### src/rtl/tdm_demux_if.sv
// Bundle between a TDM link and tdm_demux: the multiplexed sample stream in,
// the per-channel held samples and alignment status out.
interface tdm_demux_if #(
    parameter int NUM_CH = 2,
    parameter int DATA_W = 8
);
    localparam int CH_W = $clog2(NUM_CH);

    logic [DATA_W-1:0]        din;
    logic                     din_valid;
    logic                     frame_sync;
    logic [NUM_CH*DATA_W-1:0] ch_data;
    logic [NUM_CH-1:0]        ch_valid;
    logic [CH_W-1:0]          cur_ch;
    logic                     locked;
    logic                     frame_done;
    logic                     sync_err;

    modport master (
        output din, din_valid, frame_sync,
        input  ch_data, ch_valid, cur_ch, locked, frame_done, sync_err
    );

    modport slave (
        input  din, din_valid, frame_sync,
        output ch_data, ch_valid, cur_ch, locked, frame_done, sync_err
    );
endinterface

### src/rtl/tdm_demux.sv
// TDM demultiplexer: routes each sample of a frame-sync-marked stream to its own
// channel register. Define TDM_DEMUX_FRAME_LATCH_EN to publish whole frames at once.
module tdm_demux_lane #(
    parameter int DATA_W = 8
) (
    input  logic              clk,
    input  logic              rst,
    input  logic              cap_i,
    input  logic              pub_i,
    input  logic              clr_i,
    input  logic [DATA_W-1:0] d_i,
    output logic [DATA_W-1:0] q_o
);
    logic [DATA_W-1:0] q_q;

`ifdef TDM_DEMUX_FRAME_LATCH_EN
    logic [DATA_W-1:0] shadow_q;

    always_ff @(posedge clk or posedge rst) begin
        if (rst)        shadow_q <= '0;
        else if (cap_i) shadow_q <= d_i;
        else if (clr_i) shadow_q <= '0;
    end

    // The lane that closes the frame publishes its sample directly from d_i.
    always_ff @(posedge clk or posedge rst) begin
        if (rst)        q_q <= '0;
        else if (pub_i) q_q <= cap_i ? d_i : shadow_q;
    end
`else
    logic unused_ok;
    assign unused_ok = pub_i ^ clr_i;

    always_ff @(posedge clk or posedge rst) begin
        if (rst)        q_q <= '0;
        else if (cap_i) q_q <= d_i;
    end
`endif

    assign q_o = q_q;
endmodule

module tdm_demux #(
    parameter int NUM_CH = 2,
    parameter int DATA_W = 8
) (
    input logic        clk,
    input logic        rst,
    tdm_demux_if.slave bus
);
    localparam int              CH_W    = $clog2(NUM_CH);
    localparam logic [CH_W-1:0] LAST_CH = CH_W'(NUM_CH - 1);
    localparam logic [0:0]      HUNT    = 1'b0;
    localparam logic [0:0]      LOCKED  = 1'b1;

    logic [0:0]                    state_q, state_d;
    logic [CH_W-1:0]               cur_ch_q, cur_ch_d;
    logic                          aligned_q, aligned_d;
    logic [NUM_CH-1:0]             ch_valid_q, ch_valid_d;
    logic                          frame_done_q, frame_done_d;
    logic                          sync_err_q, sync_err_d;
    logic [NUM_CH-1:0]             cap;
    logic [NUM_CH-1:0][DATA_W-1:0] lane_q;

    // aligned_q marks a frame opened by a sync at the expected slot; a frame
    // opened by a resync is captured but never reported complete.
    always_comb begin
        state_d      = state_q;
        cur_ch_d     = cur_ch_q;
        aligned_d    = aligned_q;
        cap          = '0;
        sync_err_d   = 1'b0;
        frame_done_d = 1'b0;
        if (bus.din_valid) begin
            case (state_q)
                HUNT: begin
                    if (bus.frame_sync) begin
                        cap[0]    = 1'b1;
                        cur_ch_d  = CH_W'(1);
                        aligned_d = 1'b1;
                        state_d   = LOCKED;
                    end
                end
                default: begin
                    if (bus.frame_sync) begin
                        cap[0]     = 1'b1;
                        cur_ch_d   = CH_W'(1);
                        sync_err_d = (cur_ch_q != '0);
                        aligned_d  = (cur_ch_q == '0);
                    end else if (cur_ch_q == '0) begin
                        sync_err_d = 1'b1;
                        state_d    = HUNT;
                    end else begin
                        cap[cur_ch_q] = 1'b1;
                        if (cur_ch_q == LAST_CH) begin
                            cur_ch_d     = '0;
                            frame_done_d = aligned_q;
                        end else begin
                            cur_ch_d = cur_ch_q + CH_W'(1);
                        end
                    end
                end
            endcase
        end
    end

`ifdef TDM_DEMUX_FRAME_LATCH_EN
    assign ch_valid_d = {NUM_CH{frame_done_d}};
`else
    assign ch_valid_d = cap;
`endif

    always_ff @(posedge clk or posedge rst) begin
        if (rst) begin
            state_q      <= HUNT;
            cur_ch_q     <= '0;
            aligned_q    <= 1'b0;
            ch_valid_q   <= '0;
            frame_done_q <= 1'b0;
            sync_err_q   <= 1'b0;
        end else begin
            state_q      <= state_d;
            cur_ch_q     <= cur_ch_d;
            aligned_q    <= aligned_d;
            ch_valid_q   <= ch_valid_d;
            frame_done_q <= frame_done_d;
            sync_err_q   <= sync_err_d;
        end
    end

    for (genvar i = 0; i < NUM_CH; i++) begin : g_lane
        tdm_demux_lane #(.DATA_W(DATA_W)) u_lane (
            .clk   (clk),
            .rst   (rst),
            .cap_i (cap[i]),
            .pub_i (frame_done_d),
            .clr_i (sync_err_d),
            .d_i   (bus.din),
            .q_o   (lane_q[i])
        );
    end

    assign bus.ch_data    = lane_q;
    assign bus.ch_valid   = ch_valid_q;
    assign bus.cur_ch     = cur_ch_q;
    assign bus.locked     = (state_q == LOCKED);
    assign bus.frame_done = frame_done_q;
    assign bus.sync_err   = sync_err_q;
endmodule

### src/flat_wrapper.sv
// flat-port wrapper written by rule: the top's interface ports become plain ports
module tdm_demux_flat 
#(
    parameter int NUM_CH = 2,
    parameter int DATA_W = 8
)
  (clk, rst, bus_din, bus_din_valid, bus_frame_sync, bus_ch_data, bus_ch_valid, bus_cur_ch, bus_locked, bus_frame_done, bus_sync_err);
  tdm_demux_if #(.NUM_CH(NUM_CH), .DATA_W(DATA_W)) bus_i ();
  input logic clk;
  input logic rst;
  input wire logic [$bits(bus_i.din)-1:0] bus_din;
  input wire logic [$bits(bus_i.din_valid)-1:0] bus_din_valid;
  input wire logic [$bits(bus_i.frame_sync)-1:0] bus_frame_sync;
  output wire logic [$bits(bus_i.ch_data)-1:0] bus_ch_data;
  output wire logic [$bits(bus_i.ch_valid)-1:0] bus_ch_valid;
  output wire logic [$bits(bus_i.cur_ch)-1:0] bus_cur_ch;
  output wire logic [$bits(bus_i.locked)-1:0] bus_locked;
  output wire logic [$bits(bus_i.frame_done)-1:0] bus_frame_done;
  output wire logic [$bits(bus_i.sync_err)-1:0] bus_sync_err;
  assign bus_i.din = bus_din;
  assign bus_i.din_valid = bus_din_valid;
  assign bus_i.frame_sync = bus_frame_sync;
  assign bus_ch_data = bus_i.ch_data;
  assign bus_ch_valid = bus_i.ch_valid;
  assign bus_cur_ch = bus_i.cur_ch;
  assign bus_locked = bus_i.locked;
  assign bus_frame_done = bus_i.frame_done;
  assign bus_sync_err = bus_i.sync_err;
  tdm_demux #(.NUM_CH(NUM_CH), .DATA_W(DATA_W)) u_core (.clk(clk), .rst(rst), .bus(bus_i));
endmodule
### config.mk
export PLATFORM = sky130hd
export DESIGN_NAME = tdm_demux_flat
export DESIGN_NICKNAME = d
export VERILOG_FILES = /design/src/rtl/tdm_demux_if.sv /design/src/rtl/tdm_demux.sv /design/src/flat_wrapper.sv
export SDC_FILE = /design/constraint.sdc
export NUM_CORES = 1
export LEC_CHECK = 0
export CORE_UTILIZATION = 47
export CTS_BUF_LIST = sky130_fd_sc_hd__clkbuf_2
export DETAILED_ROUTE_END_ITERATION = 7
export GPL_ROUTABILITY_DRIVEN = 1
export PLACE_DENSITY = 0.82
export SLEW_MARGIN = 30
export SYNTH_ARGS = -nofsm -noshare
export SYNTH_HDL_FRONTEND = slang
export SYNTH_SLANG_ARGS = --single-unit
export TNS_END_PERCENT = 5
### constraint.sdc
create_clock -name clk -period 3.23 [get_ports clk]
set_clock_uncertainty 0.2 [all_clocks]
set_input_delay 0.646 -clock clk [delete_from_list [all_inputs] [get_ports clk]]
set_output_delay 0.646 -clock clk [all_outputs]
set_load 0.01 [all_outputs]
==> flow_summary.toml <==
[run_status]
status = "complete, no violations"

[placed_design]
dp_slack_ns = 0.894
post-place-cells = 115
placed_area_mm2 = 0.00122
routabilityCongestion = 0.797
io_buffers = 33
hpwl_um = 1060

[grt]
grt_pass1_wl_um = 2360
top_usage_layer = "met2"
use_met3_pct = 4.00
antenna_found_initial = 0
grt_max_degree = 24
grt.total_usage_pct = 17.4
grt_overflow_total = 0
grtUsageMet2_pct = 26.5
grt_pass1_vias = 530
grt_util_met1_pct = 22.7

[setup_path]
ff2ff_path_depth = 3
crit_cells = 1
rr_endpoint = "u_core.g_lane[1].u_lane.q_o[3]"
cp_top_family = "buffers and inverters"
cp_data_arrival_time_ns = 1.40
cpPeakStageDelay_ns = 0.57
endpoint_kind = "output pin"
r2r_slack_ns = 1.67
crit_fanout = 6
crit_chain = "clkdlybuf4s50_1"
crit_required_ns = 2.38
critPathKind = "flip-flop to output pin"
cpMaxStageDelayCell = "clkdlybuf4s50_1"
critPathBufInv = 1
r2r-start = "u_core.bus.cur_ch"
start_kind = "flip-flop"

[detailed_routing]
firstDrtPassIters = 4
viasPerCell = 4.86
drc = 0
vias = 578
wire_per_inst_um = 12.2
drtIter0Drc = 3
ant_nets = 0
drt_wl_total_um = 1450

[timing]
grt_setup_unrepaired = "false"
final-hold-violation-count = 0
layout_setup_ws_ns = 0.986
min_period_ns = 2.24
hold_ws_ns = 0.331
setup_tns_ns = 0
relSlewSlack_pct = 48.6
worst_slew_pin_slew_ns = 0.767
period_share_pct = 69.5
max_freq_mhz = 446
drv_slew = 0
setup-violations-final = 0

[cts]
ctsResizeCount = 0
clkSinkCount = 23
path_clk_slew_ns = 0.20
cts_setup_buffers = 0
h-tree-depth = 1
clock_tree.root_cell = "clkbuf_2"
clk_latency_ns = 0.33
cts-buffers-inserted = 3
holdBufCountCts = 0
clockBufferDepth = 2
cts_tree = "yes"

[layout]
nNetsFinal = 109
fin_area_mm2 = 0.00124
drive_gt1_share_pct = 24.5
diodes = 0
final_core_util_pct = 72.0
syn_to_final_growth_pct = 44.3
multi_input_area_um2 = 267
seq_area_um2 = 576
layout_common_cells = "clkdlybuf4s50_1 (33), dfrtp_1 (23), mux2_2 (16)"
fill_cells = 127
instances_no_fill = 119
mostFrequentLayoutCell = "clkdlybuf4s50_1"

[power]
seq_power_share_pct = 51.0
p_leak_nw = 0.553
vdd_drop_max_mv = 0.354
total_power_uw = 778
p_comb_share_pct = 34.5
power.density_mw_per_mm2 = 626
p_switching_uw = 213
intPower_uw = 564
swShare_pct = 27.5
power_frac_clock_pct = 14.5

[flow_run]
max_cap_viol_count = 0

[synth]
syn_avg_cell_area_um2 = 15.1
syn-cell-area_um2 = 861
ys_seq_area_share_pct = 66.9
ys_ff_latch = 23
syn_nets = 71
yosysUniqueCellTypes = 12
yosys_warnings = 0
synthCells = 57

[worst_hold_path]
holdCritStartpoint = "u_core.g_lane[1].u_lane.q_o[0]"
holdPathStages = 1
hp-class = "flip-flop to flip-flop"
whs_endpoint = "u_core.g_lane[1].u_lane.q_o[0]"

[die]
core_mm2 = 0.00173
dieArea_mm2 = 0.00201
die_w_um = 44.8
boundaryPins = 34
start_util_pct = 49.9
die_y_um = 44.8
placementRows = 15
## cell families after synthesis
family / count (synthesis) / share of synthesized area [%]
buffers and inverters: 5 / 2.18
AND/OR/NAND/NOR: 6 / 3.49
adder cells (fa/ha/maj): 2 / 2.91
AO/OA/AOI/OAI: 5 / 3.63
flip-flops: 23 / 66.9
multiplexers: 16 / 20.9
## synthesized netlist by cell type
cell type	n	share of area [%]
a21o_2	1	1.0
a21oi_1	2	1.2
a31oi_1	2	1.5
dfrtp_1	23	67
ha_1	2	2.9
inv_1	4	1.7
inv_2	1	0.44
mux2_2	16	21
nand2_1	3	1.3
nand3_2	1	1.2
nor2_1	1	0.44
nor3_1	1	0.58
## worst max path at each step
stage,slack [ns],start,end
after floorplan,1.57,bus_frame_sync,u_core.g_lane[1].u_lane.q_o[0]
after global placement,0.90,bus_din_valid,u_core.g_lane[0].u_lane.q_o[4]
after detailed placement,0.89,bus_frame_sync,u_core.g_lane[1].u_lane.q_o[7]
after CTS,0.97,u_core.bus.locked,bus_locked
after global routing,0.91,u_core.bus.locked,bus_locked
final,0.99,u_core.bus.locked,bus_locked
## routing by layer
metal  routed length [um]  vias up  share of wire, %
met2                  701       22                48
met1                  638      282                44
met4                   47        0               3.2
li1                     -      269                 -
met3                   67        5               4.6
met5                    0        -                 0
## sequential cells by signal, indices dropped and copies added (netlist names)
name and cells:
u_core.bus.locked 1, u_core.aligned_q 1, u_core.bus.ch_valid 2, u_core.bus.frame_done 1
u_core.bus.cur_ch 1, u_core.bus.sync_err 1, u_core.g_lane.u_lane.q_o 16
## final cells by class
class	count	area share (%)
clock buffer	4	1.61
tap	25	2.52
inverter	5	1.51
timing repair buffer	33	26.6
multi-input combinational	29	21.5
sequential	23	46.3
## power groups by stage
stage / Sequential, mW / Clock (mW) / Combinational [mW]
after floorplan: 0.431 / 0 / 0.0765
after global placement: 0.400 / 0 / 0.267
after detailed placement: 0.403 / 0 / 0.271
after CTS: 0.397 / 0.119 / 0.272
after global routing: 0.405 / 0.126 / 0.289
final: 0.396 / 0.113 / 0.268
No activity file was read; power rests on OpenSTA's default activity.
